$ cat config.mk
export PLATFORM = sky130hd
export DESIGN_NAME = axi_burst_bridge_flat
export DESIGN_NICKNAME = d
export VERILOG_FILES = /design/src/rtl/axi_burst_bridge_if.sv /design/src/rtl/axi_burst_bridge.sv /design/src/flat_wrapper.sv
export SDC_FILE = /design/constraint.sdc
export NUM_CORES = 1
export LEC_CHECK = 0
export CORE_AREA = 4 4 131 133
export DETAILED_ROUTE_END_ITERATION = 10
export DIE_AREA = 0 0 135 137
export DONT_BUFFER_PORTS = 1
export PLACE_DENSITY = 0.6
export SLEW_MARGIN = 20
export SYNTH_ARGS = -nofsm -noshare
export SYNTH_HDL_FRONTEND = slang
export SYNTH_SLANG_ARGS = --single-unit
$ cat constraint.sdc
create_clock -name clk -period 5.4 [get_ports clk]
set_clock_uncertainty 0.15 [all_clocks]
set_input_delay 1.35 -clock clk [delete_from_list [all_inputs] [get_ports clk]]
set_output_delay 1.35 -clock clk [all_outputs]
set_load 0.01 [all_outputs]
$ cat src/rtl/axi_burst_bridge_if.sv
// AXI4 read/write channel bundle between the burst bridge (master) and the DRAM slave.
interface axi_burst_bridge_if #(
  parameter int unsigned DATA_W     = 64,
  parameter int unsigned AXI_ADDR_W = 17
);
  logic                  AR_VALID;
  logic                  AR_READY;
  logic [AXI_ADDR_W-1:0] AR_ADDR;
  logic [7:0]            AR_LEN;

  logic                  R_VALID;
  logic                  R_READY;
  logic [DATA_W-1:0]     R_DATA;
  logic [1:0]            R_RESP;
  logic                  R_LAST;

  logic                  AW_VALID;
  logic                  AW_READY;
  logic [AXI_ADDR_W-1:0] AW_ADDR;
  logic [7:0]            AW_LEN;

  logic                  W_VALID;
  logic                  W_READY;
  logic [DATA_W-1:0]     W_DATA;
  logic                  W_LAST;

  logic                  B_VALID;
  logic                  B_READY;
  logic [1:0]            B_RESP;

  modport master (
    output AR_VALID, AR_ADDR, AR_LEN,
    input  AR_READY,
    input  R_VALID, R_DATA, R_RESP, R_LAST,
    output R_READY,
    output AW_VALID, AW_ADDR, AW_LEN,
    input  AW_READY,
    output W_VALID, W_DATA, W_LAST,
    input  W_READY,
    input  B_VALID, B_RESP,
    output B_READY
  );

  modport slave (
    input  AR_VALID, AR_ADDR, AR_LEN,
    output AR_READY,
    output R_VALID, R_DATA, R_RESP, R_LAST,
    input  R_READY,
    input  AW_VALID, AW_ADDR, AW_LEN,
    output AW_READY,
    input  W_VALID, W_DATA, W_LAST,
    output W_READY,
    output B_VALID, B_RESP,
    input  B_READY
  );
endinterface

$ cat src/rtl/axi_burst_bridge.sv
// Client-to-AXI4 burst bridge: one read or write INCR burst at a time toward DRAM.
// Optional watchdog enabled by defining AXI_BRIDGE_TIMEOUT_EN.
module axi_burst_bridge #(
  parameter int unsigned                  DATA_W      = 64,
  parameter int unsigned                  ADDR_W      = 8,
  parameter int unsigned                  AXI_ADDR_W  = 17,
  parameter logic [AXI_ADDR_W-1:0]        BASE_ADDR   = 17'h10000,
  parameter int unsigned                  BYTE_SHIFT  = 3,
  parameter int unsigned                  LEN_W       = 4,
  parameter int unsigned                  TIMEOUT_CYC = 1024
) (
  input  logic              clk,
  input  logic              rst,
  input  logic              C_in_valid,
  input  logic              C_r_wb,
  input  logic [ADDR_W-1:0] C_addr,
  input  logic [LEN_W-1:0]  C_len,
  input  logic [DATA_W-1:0] C_wdata,
  input  logic              C_wvalid,
  output logic              C_wready,
  output logic [DATA_W-1:0] C_rdata,
  output logic              C_rvalid,
  output logic              C_busy,
  output logic              C_out_valid,
  output logic              C_err,
  axi_burst_bridge_if.master axi
);
  localparam int unsigned CntW = LEN_W + 1;

  typedef enum logic [2:0] {
    StIdle, StRdAddr, StRdData, StWrAddr, StWrData, StWrResp, StDone
  } state_e;

  state_e                r_state, w_state_next;
  logic [AXI_ADDR_W-1:0] r_addr, w_addr_next;
  logic [LEN_W-1:0]      r_len, w_len_next;
  logic [CntW-1:0]       r_cnt, w_cnt_next;
  logic                  r_err, w_err_next;
  logic [DATA_W-1:0]     r_buf, w_buf_next;
  logic                  r_buf_full, w_buf_full_next;
  logic [DATA_W-1:0]     r_rdata, w_rdata_next;
  logic                  r_rvalid, w_rvalid_next;
  logic [AXI_ADDR_W-1:0] w_req_addr;
  logic                  w_last_beat;
  logic                  w_timeout;

  assign w_req_addr  = BASE_ADDR + (AXI_ADDR_W'(C_addr) << BYTE_SHIFT);
  // Beat counter decides the end of a burst; R_LAST is never consulted.
  assign w_last_beat = (r_cnt == {1'b0, r_len});

  assign C_busy   = (r_state != StIdle);
  assign C_rvalid = r_rvalid;
  assign C_rdata  = r_rdata;

`ifdef AXI_BRIDGE_TIMEOUT_EN
  localparam int unsigned WdogW = $clog2(TIMEOUT_CYC + 1);

  logic [WdogW-1:0] r_wdog;
  logic             w_any_hs;
  logic             w_wdog_active;
  logic             w_unused_r_last;

  assign w_unused_r_last = axi.R_LAST;
  assign w_any_hs = (axi.AR_VALID && axi.AR_READY) || (axi.R_VALID && axi.R_READY) ||
                    (axi.AW_VALID && axi.AW_READY) || (axi.W_VALID && axi.W_READY) ||
                    (axi.B_VALID && axi.B_READY);
  assign w_wdog_active = (r_state != StIdle) && (r_state != StDone);
  assign w_timeout     = w_wdog_active && (r_wdog == WdogW'(TIMEOUT_CYC));

  // Watchdog: counts stalled cycles, cleared by any AXI handshake or outside active states.
  always_ff @(posedge clk or posedge rst) begin
    if (rst) begin
      r_wdog <= '0;
    end else if (!w_wdog_active || w_any_hs || w_timeout) begin
      r_wdog <= '0;
    end else begin
      r_wdog <= r_wdog + WdogW'(1);
    end
  end
`else
  logic w_unused_cfg;

  assign w_unused_cfg = axi.R_LAST ^ (TIMEOUT_CYC == 0);
  assign w_timeout    = 1'b0;
`endif

  // Next-state, datapath updates and all bus outputs.
  always_comb begin
    w_state_next    = r_state;
    w_addr_next     = r_addr;
    w_len_next      = r_len;
    w_cnt_next      = r_cnt;
    w_err_next      = r_err;
    w_buf_next      = r_buf;
    w_buf_full_next = r_buf_full;
    w_rvalid_next   = 1'b0;
    w_rdata_next    = '0;
    axi.AR_VALID    = 1'b0;
    axi.AR_ADDR     = '0;
    axi.AR_LEN      = '0;
    axi.R_READY     = 1'b0;
    axi.AW_VALID    = 1'b0;
    axi.AW_ADDR     = '0;
    axi.AW_LEN      = '0;
    axi.W_VALID     = 1'b0;
    axi.W_DATA      = '0;
    axi.W_LAST      = 1'b0;
    axi.B_READY     = 1'b0;
    C_wready        = 1'b0;
    C_out_valid     = 1'b0;
    C_err           = 1'b0;

    if (w_timeout) begin
      // All VALID/READY stay low this cycle; finish with an error.
      w_state_next = StDone;
      w_err_next   = 1'b1;
    end else begin
      unique case (r_state)
        StIdle: begin
          if (C_in_valid) begin
            w_addr_next     = w_req_addr;
            w_len_next      = C_len;
            w_cnt_next      = '0;
            w_err_next      = 1'b0;
            w_buf_next      = '0;
            w_buf_full_next = 1'b0;
            w_state_next    = C_r_wb ? StRdAddr : StWrAddr;
          end
        end
        StRdAddr: begin
          axi.AR_VALID = 1'b1;
          axi.AR_ADDR  = r_addr;
          axi.AR_LEN   = 8'(r_len);
          if (axi.AR_READY) w_state_next = StRdData;
        end
        StRdData: begin
          axi.R_READY = 1'b1;
          if (axi.R_VALID) begin
            w_rvalid_next = 1'b1;
            w_rdata_next  = axi.R_DATA;
            w_cnt_next    = r_cnt + CntW'(1);
            if (axi.R_RESP != 2'b00) w_err_next = 1'b1;
            if (w_last_beat) w_state_next = StDone;
          end
        end
        StWrAddr: begin
          axi.AW_VALID = 1'b1;
          axi.AW_ADDR  = r_addr;
          axi.AW_LEN   = 8'(r_len);
          C_wready     = !r_buf_full;
          if (axi.AW_READY) w_state_next = StWrData;
        end
        StWrData: begin
          C_wready    = !r_buf_full;
          axi.W_VALID = r_buf_full;
          axi.W_DATA  = r_buf_full ? r_buf : '0;
          axi.W_LAST  = r_buf_full && w_last_beat;
          if (r_buf_full && axi.W_READY) begin
            w_buf_full_next = 1'b0;
            w_buf_next      = '0;
            w_cnt_next      = r_cnt + CntW'(1);
            if (w_last_beat) w_state_next = StWrResp;
          end
        end
        StWrResp: begin
          axi.B_READY = 1'b1;
          if (axi.B_VALID) begin
            if (axi.B_RESP != 2'b00) w_err_next = 1'b1;
            w_state_next = StDone;
          end
        end
        StDone: begin
          C_out_valid  = 1'b1;
          C_err        = r_err;
          w_state_next = StIdle;
        end
        default: w_state_next = StIdle;
      endcase

      // Single-entry client write buffer; only loads while empty, so never collides with a drain.
      if (C_wready && C_wvalid) begin
        w_buf_next      = C_wdata;
        w_buf_full_next = 1'b1;
      end
    end
  end

  // State and datapath registers.
  always_ff @(posedge clk or posedge rst) begin
    if (rst) begin
      r_state    <= StIdle;
      r_addr     <= '0;
      r_len      <= '0;
      r_cnt      <= '0;
      r_err      <= 1'b0;
      r_buf      <= '0;
      r_buf_full <= 1'b0;
      r_rdata    <= '0;
      r_rvalid   <= 1'b0;
    end else begin
      r_state    <= w_state_next;
      r_addr     <= w_addr_next;
      r_len      <= w_len_next;
      r_cnt      <= w_cnt_next;
      r_err      <= w_err_next;
      r_buf      <= w_buf_next;
      r_buf_full <= w_buf_full_next;
      r_rdata    <= w_rdata_next;
      r_rvalid   <= w_rvalid_next;
    end
  end
endmodule

$ cat src/flat_wrapper.sv
// flat-port wrapper written by rule: the top's interface ports become plain ports
module axi_burst_bridge_flat 
#(
  parameter int unsigned                  DATA_W      = 64,
  parameter int unsigned                  ADDR_W      = 8,
  parameter int unsigned                  AXI_ADDR_W  = 17,
  parameter logic [AXI_ADDR_W-1:0]        BASE_ADDR   = 17'h10000,
  parameter int unsigned                  BYTE_SHIFT  = 3,
  parameter int unsigned                  LEN_W       = 4,
  parameter int unsigned                  TIMEOUT_CYC = 1024
)
  (clk, rst, C_in_valid, C_r_wb, C_addr, C_len, C_wdata, C_wvalid, C_wready, C_rdata, C_rvalid, C_busy, C_out_valid, C_err, axi_AR_VALID, axi_AR_ADDR, axi_AR_LEN, axi_AR_READY, axi_R_VALID, axi_R_DATA, axi_R_RESP, axi_R_LAST, axi_R_READY, axi_AW_VALID, axi_AW_ADDR, axi_AW_LEN, axi_AW_READY, axi_W_VALID, axi_W_DATA, axi_W_LAST, axi_W_READY, axi_B_VALID, axi_B_RESP, axi_B_READY);
  axi_burst_bridge_if #(.DATA_W(DATA_W), .AXI_ADDR_W(AXI_ADDR_W)) axi_i ();
  input  logic clk;
  input  logic rst;
  input  logic C_in_valid;
  input  logic C_r_wb;
  input  logic [ADDR_W-1:0] C_addr;
  input  logic [LEN_W-1:0] C_len;
  input  logic [DATA_W-1:0] C_wdata;
  input  logic C_wvalid;
  output logic C_wready;
  output logic [DATA_W-1:0] C_rdata;
  output logic C_rvalid;
  output logic C_busy;
  output logic C_out_valid;
  output logic C_err;
  output wire logic [$bits(axi_i.AR_VALID)-1:0] axi_AR_VALID;
  output wire logic [$bits(axi_i.AR_ADDR)-1:0] axi_AR_ADDR;
  output wire logic [$bits(axi_i.AR_LEN)-1:0] axi_AR_LEN;
  input wire logic [$bits(axi_i.AR_READY)-1:0] axi_AR_READY;
  input wire logic [$bits(axi_i.R_VALID)-1:0] axi_R_VALID;
  input wire logic [$bits(axi_i.R_DATA)-1:0] axi_R_DATA;
  input wire logic [$bits(axi_i.R_RESP)-1:0] axi_R_RESP;
  input wire logic [$bits(axi_i.R_LAST)-1:0] axi_R_LAST;
  output wire logic [$bits(axi_i.R_READY)-1:0] axi_R_READY;
  output wire logic [$bits(axi_i.AW_VALID)-1:0] axi_AW_VALID;
  output wire logic [$bits(axi_i.AW_ADDR)-1:0] axi_AW_ADDR;
  output wire logic [$bits(axi_i.AW_LEN)-1:0] axi_AW_LEN;
  input wire logic [$bits(axi_i.AW_READY)-1:0] axi_AW_READY;
  output wire logic [$bits(axi_i.W_VALID)-1:0] axi_W_VALID;
  output wire logic [$bits(axi_i.W_DATA)-1:0] axi_W_DATA;
  output wire logic [$bits(axi_i.W_LAST)-1:0] axi_W_LAST;
  input wire logic [$bits(axi_i.W_READY)-1:0] axi_W_READY;
  input wire logic [$bits(axi_i.B_VALID)-1:0] axi_B_VALID;
  input wire logic [$bits(axi_i.B_RESP)-1:0] axi_B_RESP;
  output wire logic [$bits(axi_i.B_READY)-1:0] axi_B_READY;
  assign axi_AR_VALID = axi_i.AR_VALID;
  assign axi_AR_ADDR = axi_i.AR_ADDR;
  assign axi_AR_LEN = axi_i.AR_LEN;
  assign axi_i.AR_READY = axi_AR_READY;
  assign axi_i.R_VALID = axi_R_VALID;
  assign axi_i.R_DATA = axi_R_DATA;
  assign axi_i.R_RESP = axi_R_RESP;
  assign axi_i.R_LAST = axi_R_LAST;
  assign axi_R_READY = axi_i.R_READY;
  assign axi_AW_VALID = axi_i.AW_VALID;
  assign axi_AW_ADDR = axi_i.AW_ADDR;
  assign axi_AW_LEN = axi_i.AW_LEN;
  assign axi_i.AW_READY = axi_AW_READY;
  assign axi_W_VALID = axi_i.W_VALID;
  assign axi_W_DATA = axi_i.W_DATA;
  assign axi_W_LAST = axi_i.W_LAST;
  assign axi_i.W_READY = axi_W_READY;
  assign axi_i.B_VALID = axi_B_VALID;
  assign axi_i.B_RESP = axi_B_RESP;
  assign axi_B_READY = axi_i.B_READY;
  axi_burst_bridge #(.DATA_W(DATA_W), .ADDR_W(ADDR_W), .AXI_ADDR_W(AXI_ADDR_W), .BASE_ADDR(BASE_ADDR), .BYTE_SHIFT(BYTE_SHIFT), .LEN_W(LEN_W), .TIMEOUT_CYC(TIMEOUT_CYC)) u_core (.clk(clk), .rst(rst), .C_in_valid(C_in_valid), .C_r_wb(C_r_wb), .C_addr(C_addr), .C_len(C_len), .C_wdata(C_wdata), .C_wvalid(C_wvalid), .C_wready(C_wready), .C_rdata(C_rdata), .C_rvalid(C_rvalid), .C_busy(C_busy), .C_out_valid(C_out_valid), .C_err(C_err), .axi(axi_i));
endmodule
Word-level counts from Yosys, hierarchy flattened

Index checks and enable logic that the tools add are counted.

Register bits: 160
Bits of input ports: 155
Output and inout port bits: 189

Add/subtract/negate cells: 2
Eq/ne operators: 19
Multiplexer cells: 46
Reduce and logical (&&, ||, !) cells: 17

Operator list:

| kind                                                            | count |
|---|---|
| 64-bit two-way mux                                              | 7 |
| 64-bit case mux with 2 select lines                             | 1 |
| 17-bit two-way mux                                              | 2 |
| 3-bit two-way mux                                               | 8 |
| 1-bit two-way mux                                               | 18 |
| 3-bit case mux with 6 select lines                              | 1 |
| 17-bit by 11-bit adder with 17-bit output, first input constant | 1 |
| 5-bit two-way mux                                               | 3 |
| 5-bit case mux with 3 select lines                              | 1 |
| 3-bit nonzero test                                              | 4 |
| 2-bit by 1-bit != test with 1-bit output, second input constant | 5 |
| 2-bit != test, second input constant                            | 5 |
| 3-bit == test, second input constant                            | 3 |
| 4-bit two-way mux                                               | 2 |
| 8-bit AND reduction                                             | 1 |
| 3-bit by 2-bit == test with 1-bit output, second input constant | 2 |
| 6-bit AND reduction                                             | 1 |
| 5-bit by 1-bit adder with 5-bit output, second input constant   | 1 |
| 5-bit by 4-bit == test with 1-bit output                        | 1 |
| 4-bit AND reduction                                             | 1 |
| 2-bit nonzero test                                              | 2 |
| 3-bit by 1-bit == test with 1-bit output, second input constant | 1 |
| 1-bit logical AND                                               | 3 |
| 3-bit zero test                                                 | 1 |
| 9 further kinds                                                 | 9 |

Depth between registers and ports, before layout

Depth after elaboration: 6
Gate-level depth with buffers: 7
Mapped depth without buffers: 5

Least setup slack after synthesis

No wires, ideal clock.

Path kind: register -> output
Start: register u_core.r_state[0]
End: output axi_W_DATA[14]
Arrival: 1.452 ns
Path slack: 2.448 ns
Cell stages (with the launch flop): 7
Path buffers: 3
Cell sequence: dfrtp_1 buf_6 nor2_2 and3_1 buf_2 clkbuf_1 and2_1

Word-level cells in the longest chain between the ends: 2

RTL lines:

| element                | line                    | text |
|---|---|---|
| from (decl)            | axi_burst_bridge.sv:34  | `state_e r_state, w_state_next;` |
| from (signal assigned) | axi_burst_bridge.sv:191 | `r_state <= StIdle;` |
| from (signal assigned) | axi_burst_bridge.sv:201 | `r_state <= w_state_next;` |
| 3-bit == test          | axi_burst_bridge.sv:118 | `unique case (r_state)` |
| 64-bit two-way mux     | axi_burst_bridge.sv:118 |  |
| to (decl)              | flat_wrapper.sv:42      | `output wire logic [$bits(axi_i.W_DATA)-1:0] axi_W_DATA;` |

Every way passes these cells.

Worst setup path after layout

Start: register u_core.r_state[2]
End: output axi_W_DATA[18]

The elaborated chain is that of the path after synthesis.

==> metrics.cfg <==
[cts]
cts_buffer_depth = 2
clk_latency_ps = 410
ctsResizeCount = 0
cts_hold_buffers = 0
tritoncts = done
cts_max_level = 4
clkSlewWorstSetupHoldPaths_ps = 70
cts.sinks = 152
clockRootBuffer = clkbuf_16
cts_setup_buffers = 0
cts_made_buffers = 17

[timing]
period_needed_ps = 4010
period_share = 0.742
slew_headroom = 0.396
worstMarginPinSlew_ps = 906
rsz0062_at_grt = false
fin_tns_setup_ps = 0
hold_viol = 0
max_freq_mhz = 250
setup_violations = 0
slew_violations = 0

[synth]
yosysSeqAreaShare = 0.586
synth_area_um2 = 6490
synthTopCellsByArea = dfrtp_1, and2_1, a22o_1
ys_warn_count = 0
avgSynthCellArea_um2 = 11.6
synth_top_area_share = 0.586
ys_types = 49
yosysTopAreaCell = dfrtp_1
ys_seq_elements = 152
async_flop_share = 1.00
synth-edff-count = 0
yosys_most_used_dff = dfrtp_1
synthCells = 557

[worst_setup_path]
critPathLaunchType = register
reg2regPathDepth = 5
r2r_start = u_core.r_state[2]
path_buf_inv = 0
rr_endpoint = u_core.r_cnt[0]
crit_path_top_delay_cell = and3_2
cp_slowest_stage_delay_ps = 920
cp.arrival_ps = 2510
r2r_setup_slack_ps = 2490
endpoint_kind = output pin
crit_required_ps = 3900
path_cells = and3_2 -> and2_1
critPathKind = register to output pin
path_max_fanout = 66
cp_top_family = simple AND/OR/NAND/NOR gates

[detailed_routing]
drcViolationCount = 0
vias = 4082
drt_iter0_markers = 192
ant_nets = 0
via_per_inst = 5.33
wl_mm = 16.7
routedWlPerCell_um = 21.8
firstDrtPassIters = 4

[status]
status = complete, no violations

[place]
post_dp_cell_area_um2 = 6480
place_hpwl_mm = 11.8
port_buffers = 0
place_congestion = 0.783

[grt]
grt_max_degree = 153
met2_usage = 0.273
grt_pass1_wl_mm = 24.3
grt_util_met1 = 0.207
grt_use_met3 = 0.0746
gr-max-usage-layer = met2
grt_overflow = 0
grt_usage = 0.172
grt_pass1_vias = 4232
antenna_found_initial = 1

[final_layout]
fin_area_um2 = 7140
seq_area_um2 = 3800
nNetsFinal = 692
final.fill_count = 1458
multi_input_area_um2 = 2320
drive_gt1_frac = 0.100
areaGrowthSynthToFinish_pct = 9.99

[worst_hold_path]
worstHoldStart = u_core.r_buf[20]
hold-path-endpoint = u_core.r_buf[20]
hp-class = register to register
hold_depth = 1

[pwr]
ir_drop_v = 0.000201
p_per_area_nw_per_um2 = 563
leakagePower_nw = 3.66

[floorplanning]
num_rows = 46
ioPinCount = 344
core-area_um2 = 15800
initial_utilization = 0.410
fp.dieW_um = 135
die_height_um = 137
dieArea_um2 = 18500

[flow_run]
maxCapViolCount = 0

cell families (layout without fill, tap and decap cells):
kind of cell	after synthesis	in the layout	synth area share
buf+inv	76	45	0.0708
compound gates	88	88	0.119
simple gates	230	230	0.207
fa+ha+maj	1	1	0.00193
flops	152	152	0.586
xor+xnor	4	4	0.00540
other cells	1	25	0.000578
mux	5	5	0.00887
worst max path at each step:
stage                      startpoint           endpoint  slack [ps]  depth (start not counted)
floorplan                         rst  u_core.C_rdata[0]        1980                          1
global placement    u_core.r_state[2]     axi_W_DATA[18]        1860                          2
detailed placement  u_core.r_state[2]     axi_W_DATA[18]        1770                          2
CTS                 u_core.r_state[2]     axi_W_DATA[18]        1310                          2
global route        u_core.r_state[2]     axi_W_DATA[18]        1210                          2
finish              u_core.r_state[2]     axi_W_DATA[18]        1390                          2
worst register-to-register path: cells and delay by family (launching register included):
| family | cells | cell delay [ps] |
|---|---|---|
| mux | 1 | 270 |
| flops | 1 | 640 |
| buf+inv | 1 | 470 |
| simple gates | 3 | 1270 |
state kept, by name, summed over array words and instances, names as in the netlist:
register and count:
u_core.C_rdata 64, u_core.r_buf 64, u_core.r_addr 9, u_core.r_cnt 5
u_core.r_len 4, u_core.r_state 3, u_core.C_rvalid 1, u_core.r_buf_full 1
u_core.r_err 1
layout make-up:
cell class              instances  share of cell area
inverters                       8             0.00473
repair buffers                  5             0.00701
well taps                     216              0.0379
clock buffers                  18              0.0615
diodes                          1            0.000351
multi-input cells             352               0.326
clock inverters                14              0.0296
flip-flops and latches        152               0.533
Yosys cell counts, types with 2 or more instances:
library cell,instances
dfrtp_1,152
and2_1,94
and3_1,65
a22o_1,64
nand2_1,46
buf_4,25
clkbuf_1,24
buf_2,9
buf_6,9
inv_1,8
a21oi_1,6
nand2b_1,6
nand3_1,4
nor3_1,3
o21ai_0,3
mux2_2,2
mux2i_1,2
o41a_1,2
xnor2_1,2
xor2_1,2
layer usage:
| layer | up-vias | wire [µm] |
|---|---|---|
| li1 | 1823 | - |
| met1 | 2004 | 6510 |
| met2 | 230 | 8020 |
| met3 | 23 | 1840 |
| met4 | 2 | 333 |
| met5 | - | 9 |
metrics by stage:
stage	setup WS (ps)	hold slack, ps	util	instances	power, mW
after floorplan	1980	290	-	580	2.57
after detailed placement	1770	325	0.410	733	2.75
final	1390	340	0.451	766	4.01
after global placement	1860	319	0.410	733	2.70
after global routing	1210	352	0.451	765	4.24
after CTS	1310	344	0.451	765	4.06
power by group:
group          internal (mW)  leakage (nW)  switching (mW)
clock                  0.800         0.316           0.494
combinational          0.392          1.31           0.542
sequential              1.49          2.03           0.293
layout by cell type, fill, tap and decap left out, drive strengths merged, types with 5 or more instances in the layout:
cell and n:
and2 94, nand2b 6, inv 12, conb 24, a21oi 7, dfrtp 152, clkbuf 18, a22o 64
nand2 46, buf 5, and3 65
(Power assumes the default switching activity.)
